### config.mk
export PLATFORM = sky130hd
export DESIGN_NAME = mem_wb_stage
export DESIGN_NICKNAME = d
export VERILOG_FILES = /design/src/rtl/mem_wb_stage.sv
export SDC_FILE = /design/constraint.sdc
export NUM_CORES = 1
export LEC_CHECK = 0
export CAP_MARGIN = 20
export CORE_AREA = 2 2 108 151
export CTS_BUF_LIST = sky130_fd_sc_hd__clkbuf_4 sky130_fd_sc_hd__clkbuf_8
export DETAILED_ROUTE_END_ITERATION = 16
export DIE_AREA = 0 0 110 153
export PLACE_DENSITY = 0.76
export SLEW_MARGIN = 25
export SYNTH_ARGS = -nofsm -noshare
export SYNTH_HDL_FRONTEND = slang
export SYNTH_SLANG_ARGS = --single-unit
### constraint.sdc
create_clock -name CLK -period 1.93 [get_ports CLK]
set_input_delay 0.193 -clock CLK [delete_from_list [all_inputs] [get_ports CLK]]
set_output_delay 0.193 -clock CLK [all_outputs]
set_load 0.02 [all_outputs]
### src/rtl/mem_wb_stage.sv
// Memory-access / writeback stage: one outstanding data-memory request, load alignment, commit record.
// Optional MEM_BUS_ERR_EN: a bus error on the response turns the record into a trap (cause 5 load, 7 store).
module mem_wb_stage #(
   parameter int XLEN = 32
) (
   input  logic            CLK,
   input  logic            RST,
   input  logic            flush,
   input  logic            in_valid,
   output logic            in_ready,
   input  logic [73:0]     in_alu,
   input  logic [4:0]      in_rd,
   input  logic [2:0]      in_funct3,
   input  logic [1:0]      in_memaccess,
   input  logic [XLEN-1:0] in_store_data,
   output logic            dmem_req_valid,
   input  logic            dmem_req_ready,
   output logic            dmem_req_we,
   output logic [31:0]     dmem_req_addr,
   output logic [3:0]      dmem_req_wstrb,
   output logic [31:0]     dmem_req_wdata,
   input  logic            dmem_rsp_valid,
   input  logic [31:0]     dmem_rsp_rdata,
   input  logic            dmem_rsp_err,
   output logic            wb_valid,
   input  logic            wb_ready,
   output logic [4:0]      wb_rd,
   output logic            wb_we,
   output logic [31:0]     wb_data,
   output logic            wb_trap,
   output logic [5:0]      wb_cause,
   output logic            wb_redirect
);

   typedef enum logic [2:0] {S_IDLE, S_REQ, S_RSP, S_HOLD, S_DRAIN} state_t;

   state_t      state, state_nx;
   logic        accept;
   logic        is_store;
   logic [1:0]  in_type;
   logic [31:0] in_ea;
   logic [2:0]  f3_p1;
   logic [1:0]  lane_p1;
   logic        store_p1;
   logic        unused_bits;

   function automatic logic [31:0] load_align(input logic [31:0] rdata,
                                              input logic [1:0]  lane,
                                              input logic [2:0]  f3);
      logic [31:0]        shifted;
      logic signed [7:0]  b;
      logic signed [15:0] h;
      logic signed [31:0] sext;
      logic [31:0]        r;
      shifted = rdata >> {lane, 3'b000};
      b = $signed(shifted[7:0]);
      h = $signed(lane[1] ? rdata[31:16] : rdata[15:0]);
      case (f3[1:0])
         2'd0: begin
            sext = b;
            r = f3[2] ? {24'd0, b} : sext;
         end
         2'd1: begin
            sext = h;
            r = f3[2] ? {16'd0, h} : sext;
         end
         default: r = rdata;
      endcase
      return r;
   endfunction

   function automatic logic [3:0] store_strb(input logic [1:0] ea_lo, input logic [2:0] f3);
      case (f3[1:0])
         2'd0:    return 4'b0001 << ea_lo;
         2'd1:    return 4'b0011 << {ea_lo[1], 1'b0};
         default: return 4'b1111;
      endcase
   endfunction

   function automatic logic [31:0] store_lanes(input logic [31:0] d, input logic [2:0] f3);
      case (f3[1:0])
         2'd0:    return {4{d[7:0]}};
         2'd1:    return {2{d[15:0]}};
         default: return d;
      endcase
   endfunction

   assign in_type  = in_alu[72:71];
   assign in_ea    = in_alu[38:7];
   assign is_store = (in_memaccess == 2'd1);
   assign in_ready = (state == S_IDLE);
   assign accept   = (state == S_IDLE) && in_valid && !flush;

   always_comb begin
      state_nx = state;
      case (state)
         S_IDLE:  if (accept) state_nx = (in_type == 2'd0) ? S_REQ : S_HOLD;
         S_REQ: begin
            // A flush that coincides with the handshake still leaves a response to absorb
            if (dmem_req_ready) state_nx = flush ? S_DRAIN : S_RSP;
            else if (flush)     state_nx = S_IDLE;
         end
         S_RSP: begin
            if (dmem_rsp_valid) state_nx = flush ? S_IDLE : S_HOLD;
            else if (flush)     state_nx = S_DRAIN;
         end
         S_HOLD:  if (flush || wb_ready) state_nx = S_IDLE;
         S_DRAIN: if (dmem_rsp_valid) state_nx = S_IDLE;
         default: state_nx = S_IDLE;
      endcase
   end

   always_ff @(posedge CLK) begin
      if (RST) begin
         state          <= S_IDLE;
         dmem_req_valid <= 1'b0;
         dmem_req_we    <= 1'b0;
         dmem_req_addr  <= '0;
         dmem_req_wstrb <= '0;
         dmem_req_wdata <= '0;
         wb_valid       <= 1'b0;
         wb_rd          <= '0;
         wb_we          <= 1'b0;
         wb_data        <= '0;
         wb_trap        <= 1'b0;
         wb_cause       <= '0;
         wb_redirect    <= 1'b0;
      end else begin
         state          <= state_nx;
         dmem_req_valid <= (state_nx == S_REQ);
         wb_valid       <= (state_nx == S_HOLD);
         if (accept) begin
            wb_rd          <= in_rd;
            wb_redirect    <= in_alu[0];
            wb_cause       <= in_alu[6:1];
            wb_data        <= in_alu[70:39];
            wb_we          <= (in_type == 2'd2) && (in_rd != 5'd0);
            wb_trap        <= (in_type == 2'd3);
            dmem_req_addr  <= {in_ea[31:2], 2'b00};
            dmem_req_we    <= is_store;
            dmem_req_wstrb <= is_store ? store_strb(in_ea[1:0], in_funct3) : 4'b0000;
            dmem_req_wdata <= is_store ? store_lanes(in_store_data, in_funct3) : 32'd0;
         end
         if (state == S_RSP && dmem_rsp_valid) begin
            wb_data <= store_p1 ? 32'd0 : load_align(dmem_rsp_rdata, lane_p1, f3_p1);
            wb_we   <= !store_p1 && (wb_rd != 5'd0);
            wb_trap <= 1'b0;
`ifdef MEM_BUS_ERR_EN
            if (dmem_rsp_err) begin
               wb_trap  <= 1'b1;
               wb_we    <= 1'b0;
               wb_cause <= store_p1 ? 6'd7 : 6'd5;
            end
`endif
         end
      end
   end

   // Access attributes needed once the response returns
   always_ff @(posedge CLK) begin
      if (accept) begin
         f3_p1    <= in_funct3;
         lane_p1  <= in_ea[1:0];
         store_p1 <= is_store;
      end
   end

`ifdef MEM_BUS_ERR_EN
   assign unused_bits = in_alu[73];
`else
   assign unused_bits = ^{in_alu[73], dmem_rsp_err};
`endif

endmodule

==> results of run 1 <==
## worst register-to-register path, cell delays in order (launching register included)
cell,delay (ns)
edfxtp_1,0.49
buf_4,0.27
mux2_2,0.39
a31o_2,0.25
o21ai_0,0.24
a31oi_1,0.12
## registers in the layout, summed over array words and instances, names as in the netlist
| signal | count |
|---|---|
| dmem_req_wdata | 32 |
| wb_data | 32 |
| dmem_req_addr | 30 |
| wb_cause | 6 |
| wb_rd | 5 |
| dmem_req_wstrb | 4 |
| f3_p1 | 3 |
| state | 3 |
| lane_p1 | 2 |
| dmem_req_valid | 1 |
| dmem_req_we | 1 |
| store_p1 | 1 |
| wb_redirect | 1 |
| wb_trap | 1 |
| wb_valid | 1 |
| wb_we | 1 |
## worst paths after layout
| kind | start | endpoint | slack (ns) | cells after the start |
|---|---|---|---|---|
| max | lane_p1[1] | wb_data[0] | 0.07 | 5 |
| min | in_alu[10] | dmem_req_addr[3] | 0.31 | 3 |
| max reg2reg | lane_p1[1] | wb_data[0] | 0.07 | 5 |
| min reg2reg | dmem_req_wstrb[3] | dmem_req_wstrb[3] | 0.45 | 2 |
## logic make-up after synthesis
logic type / count (synthesis) / synth area share [%]
AOI/OAI and AO/OA: 255 / 26.7
and+or+nand+nor: 224 / 17.3
DFF: 124 / 42.9
buffers and inverters: 75 / 5.56
muxes: 41 / 7.41
other: 1 / 0.0633
## area by class of cell
class	count	area [sq um]
fillers	1357	6140
multi-input cells	522	3090
repair buffers	303	3010
flip-flops and latches	124	2540
well taps	196	245
clock buffers	17	234
clock inverters	14	170
inverters	10	37.5
## through the flow
| stage | cells | setup TNS (ns) | total power [mW] |
|---|---|---|---|
| 2_1_floorplan | 721 | 0 | 3.54 |
| 3_5_place_dp | 1153 | -2.09 | 4.34 |
| 4_1_cts | 1184 | 0 | 6.70 |
| 6_report | 1186 | 0 | 6.64 |
| 3_3_place_gp | 1153 | -0.747 | 4.32 |
| 5_1_grt | 1186 | 0 | 6.95 |
## power by group
part	total, mW	switching [mW]	internal, mW
logic	1.50	0.733	0.762
registers	2.79	0.0774	2.72
clock network	2.35	1.08	1.27
total	6.64	1.89	4.75
## placed cells by master, fill, tap and decap left out, types with 18 or more instances in the layout
cell               n
a21oi_1           97
buf_4             28
clkdlybuf4s50_1  267
dfxtp_1          118
mux2_2            23
nand2_1          124
nand3_1           19
nor2_1            23
o211ai_1          18
o21ai_0           65
## per-layer routing
metal / vias up / GRT usage [%] / part of all wire (%)
met5: - / 0 / 0
met4: 0 / 10.2 / 3.3
met3: 36 / 7.08 / 7.9
met2: 223 / 40.1 / 51
met1: 2850 / 26.8 / 38
li1: 3052 / - / -
## what timing repair did
item | 4_1_cts | 5_1_grt
gates resized for setup | 1 | 4
buffers inserted | 0 | 2
hold buffers | 0 | 0
gates cloned | 0 | 0
endpoints found under the setup margin | 1 | 16
pin swaps | 0 | 0
==> flow_metrics.py, run 1 <==
metrics = {
    "synthesis": {
        "yosysTopAreaCellShare_pct": 39.9,
        "post_synth_num_cell_types": 49,
        "synth-seq-cells": 124,
        "ys_seq_area_share_pct": 42.9,
        "synth_area_leaders": "dfxtp_1, a21oi_1, nand2_1",
        "synth.largest_area_cell": "dfxtp_1",
        "yosysMostFrequentCell": "nand2_1",
        "syn_area_sq_um": 5920,
        "synth_common_cells": "nand2_1, dfxtp_1, a21oi_1",
        "yosysWarnings": 0,
        "synth-edff-count": 6,
        "yosys_most_used_dff": "dfxtp_1",
        "synth_cells": 720,
        "synthArstFlopShare_pct": 0,
        "avgSynthCellArea_sq_um": 8.23,
    },
    "pwr": {
        "p_leak_nw": 3.42,
        "vdd_drop_max_uv": 450,
        "powerDensity_nw_per_um2": 712,
    },
    "clocking": {
        "cts_tree": "yes",
        "cts.sinks": 124,
        "cts-root-buf": "clkbuf_8",
        "h-tree-depth": 4,
        "clock_latency_ns": 0.42,
        "numCtsBuffers": 17,
        "clk_pin_slew_worst_paths_ns": 0.08,
        "clockBufferDepth": 2,
    },
    "global_route": {
        "grt_start_max_net_pins": 68,
        "grt_overflow": 0,
        "grt_use_total_pct": 23.6,
        "antenna_found_initial": 0,
        "grt_pass1_wl_mm": 31.2,
        "grt_pass1_vias": 6027,
    },
    "setup_path": {
        "end_kind": "flop",
        "crit_arrival_ns": 2.16,
        "worst-path-buf-inv": 1,
        "crit_required_ns": 2.23,
        "path_delay_family": "compound AO/OA/AOI/OAI gates",
        "cp-start-kind": "flop",
        "crit_type": "reg -> reg",
        "crit_fanout": 11,
        "crit_chain": "buf_4, mux2_2, a31o_2, o21ai_0, a31oi_1",
        "cp_slowest_stage_delay_ns": 0.49,
        "slowest_stage": "edfxtp_1",
    },
    "placement": {
        "gp_congestion": 0.833,
        "portBuffers": 269,
        "dp_slack_ns": -0.160,
        "placed_area_sq_um": 8900,
        "dp_hpwl_mm": 14.4,
    },
    "final_layout": {
        "fin_util_pct": 60.3,
        "n_antenna_cell": 0,
        "syn_to_final_growth_pct": 57.6,
        "fin_nets": 1134,
        "final_area_sq_um": 9330,
        "drive_gt1_share_pct": 12.7,
    },
    "drt": {
        "vias": 6161,
        "ant_nets": 0,
        "wirelength_mm": 20.1,
        "wl_per_cell_microns": 16.9,
        "drt_first_pass_iters": 5,
        "dr.first_iter.drc_count": 351,
        "drc_errors": 0,
        "avgViaCountPerCell": 5.19,
    },
    "min_path": {
        "hold_class": "in -> reg",
    },
    "sta": {
        "finalHoldViolCount": 0,
        "final-setup-viol-count": 0,
        "grt_setup_unrepaired": "false",
        "timing.hold.ws_ns": 0.315,
        "slew_violations": 0,
        "fin_skew_ns": 0.0145,
        "fin_crit_sh_pct": 96.6,
        "worst_slack_ns": 0.0655,
        "finalCriticalPeriod_ns": 1.86,
        "worstMarginPinSlew_ns": 0.531,
        "fmaxAchievable_mhz": 536,
        "slew_headroom_pct": 64.6,
    },
    "floorplan": {
        "ios": 274,
        "die_x_microns": 110,
        "dieArea_sq_um": 16800,
        "core_sq_um": 15500,
        "rows": 54,
        "die_h_microns": 153,
        "start_util_pct": 38.3,
    },
    "outcome": {
        "status": "completed",
    },
    "job": {
        "maxCapViolCount": 0,
    },
}
Power figures use the tool's default switching activity.
==> inputs of run 2 (changes only) <==
--- a/config.mk
+++ b/config.mk
@@ -8,6 +8,7 @@
 export CAP_MARGIN = 20
 export CORE_AREA = 2 2 108 151
 export CTS_BUF_LIST = sky130_fd_sc_hd__clkbuf_4 sky130_fd_sc_hd__clkbuf_8
+export CTS_CLUSTER_DIAMETER = 150
 export DETAILED_ROUTE_END_ITERATION = 16
 export DIE_AREA = 0 0 110 153
 export PLACE_DENSITY = 0.76
==> results of run 2 <==
The final DEF is identical to that of run 1; final timing and power are the same.
==> inputs of run 3 (changes only) <==
--- a/config.mk
+++ b/config.mk
@@ -5,10 +5,12 @@
 export SDC_FILE = /design/constraint.sdc
 export NUM_CORES = 1
 export LEC_CHECK = 0
+export ABC_AREA = 0
 export CAP_MARGIN = 20
 export CORE_AREA = 2 2 108 151
 export CTS_BUF_LIST = sky130_fd_sc_hd__clkbuf_4 sky130_fd_sc_hd__clkbuf_8
 export CTS_CLUSTER_DIAMETER = 150
+export CTS_CLUSTER_SIZE = 40
 export DETAILED_ROUTE_END_ITERATION = 16
 export DIE_AREA = 0 0 110 153
 export PLACE_DENSITY = 0.76
==> results of run 3 <==
The final DEF is identical to that of run 1; final timing and power are the same.
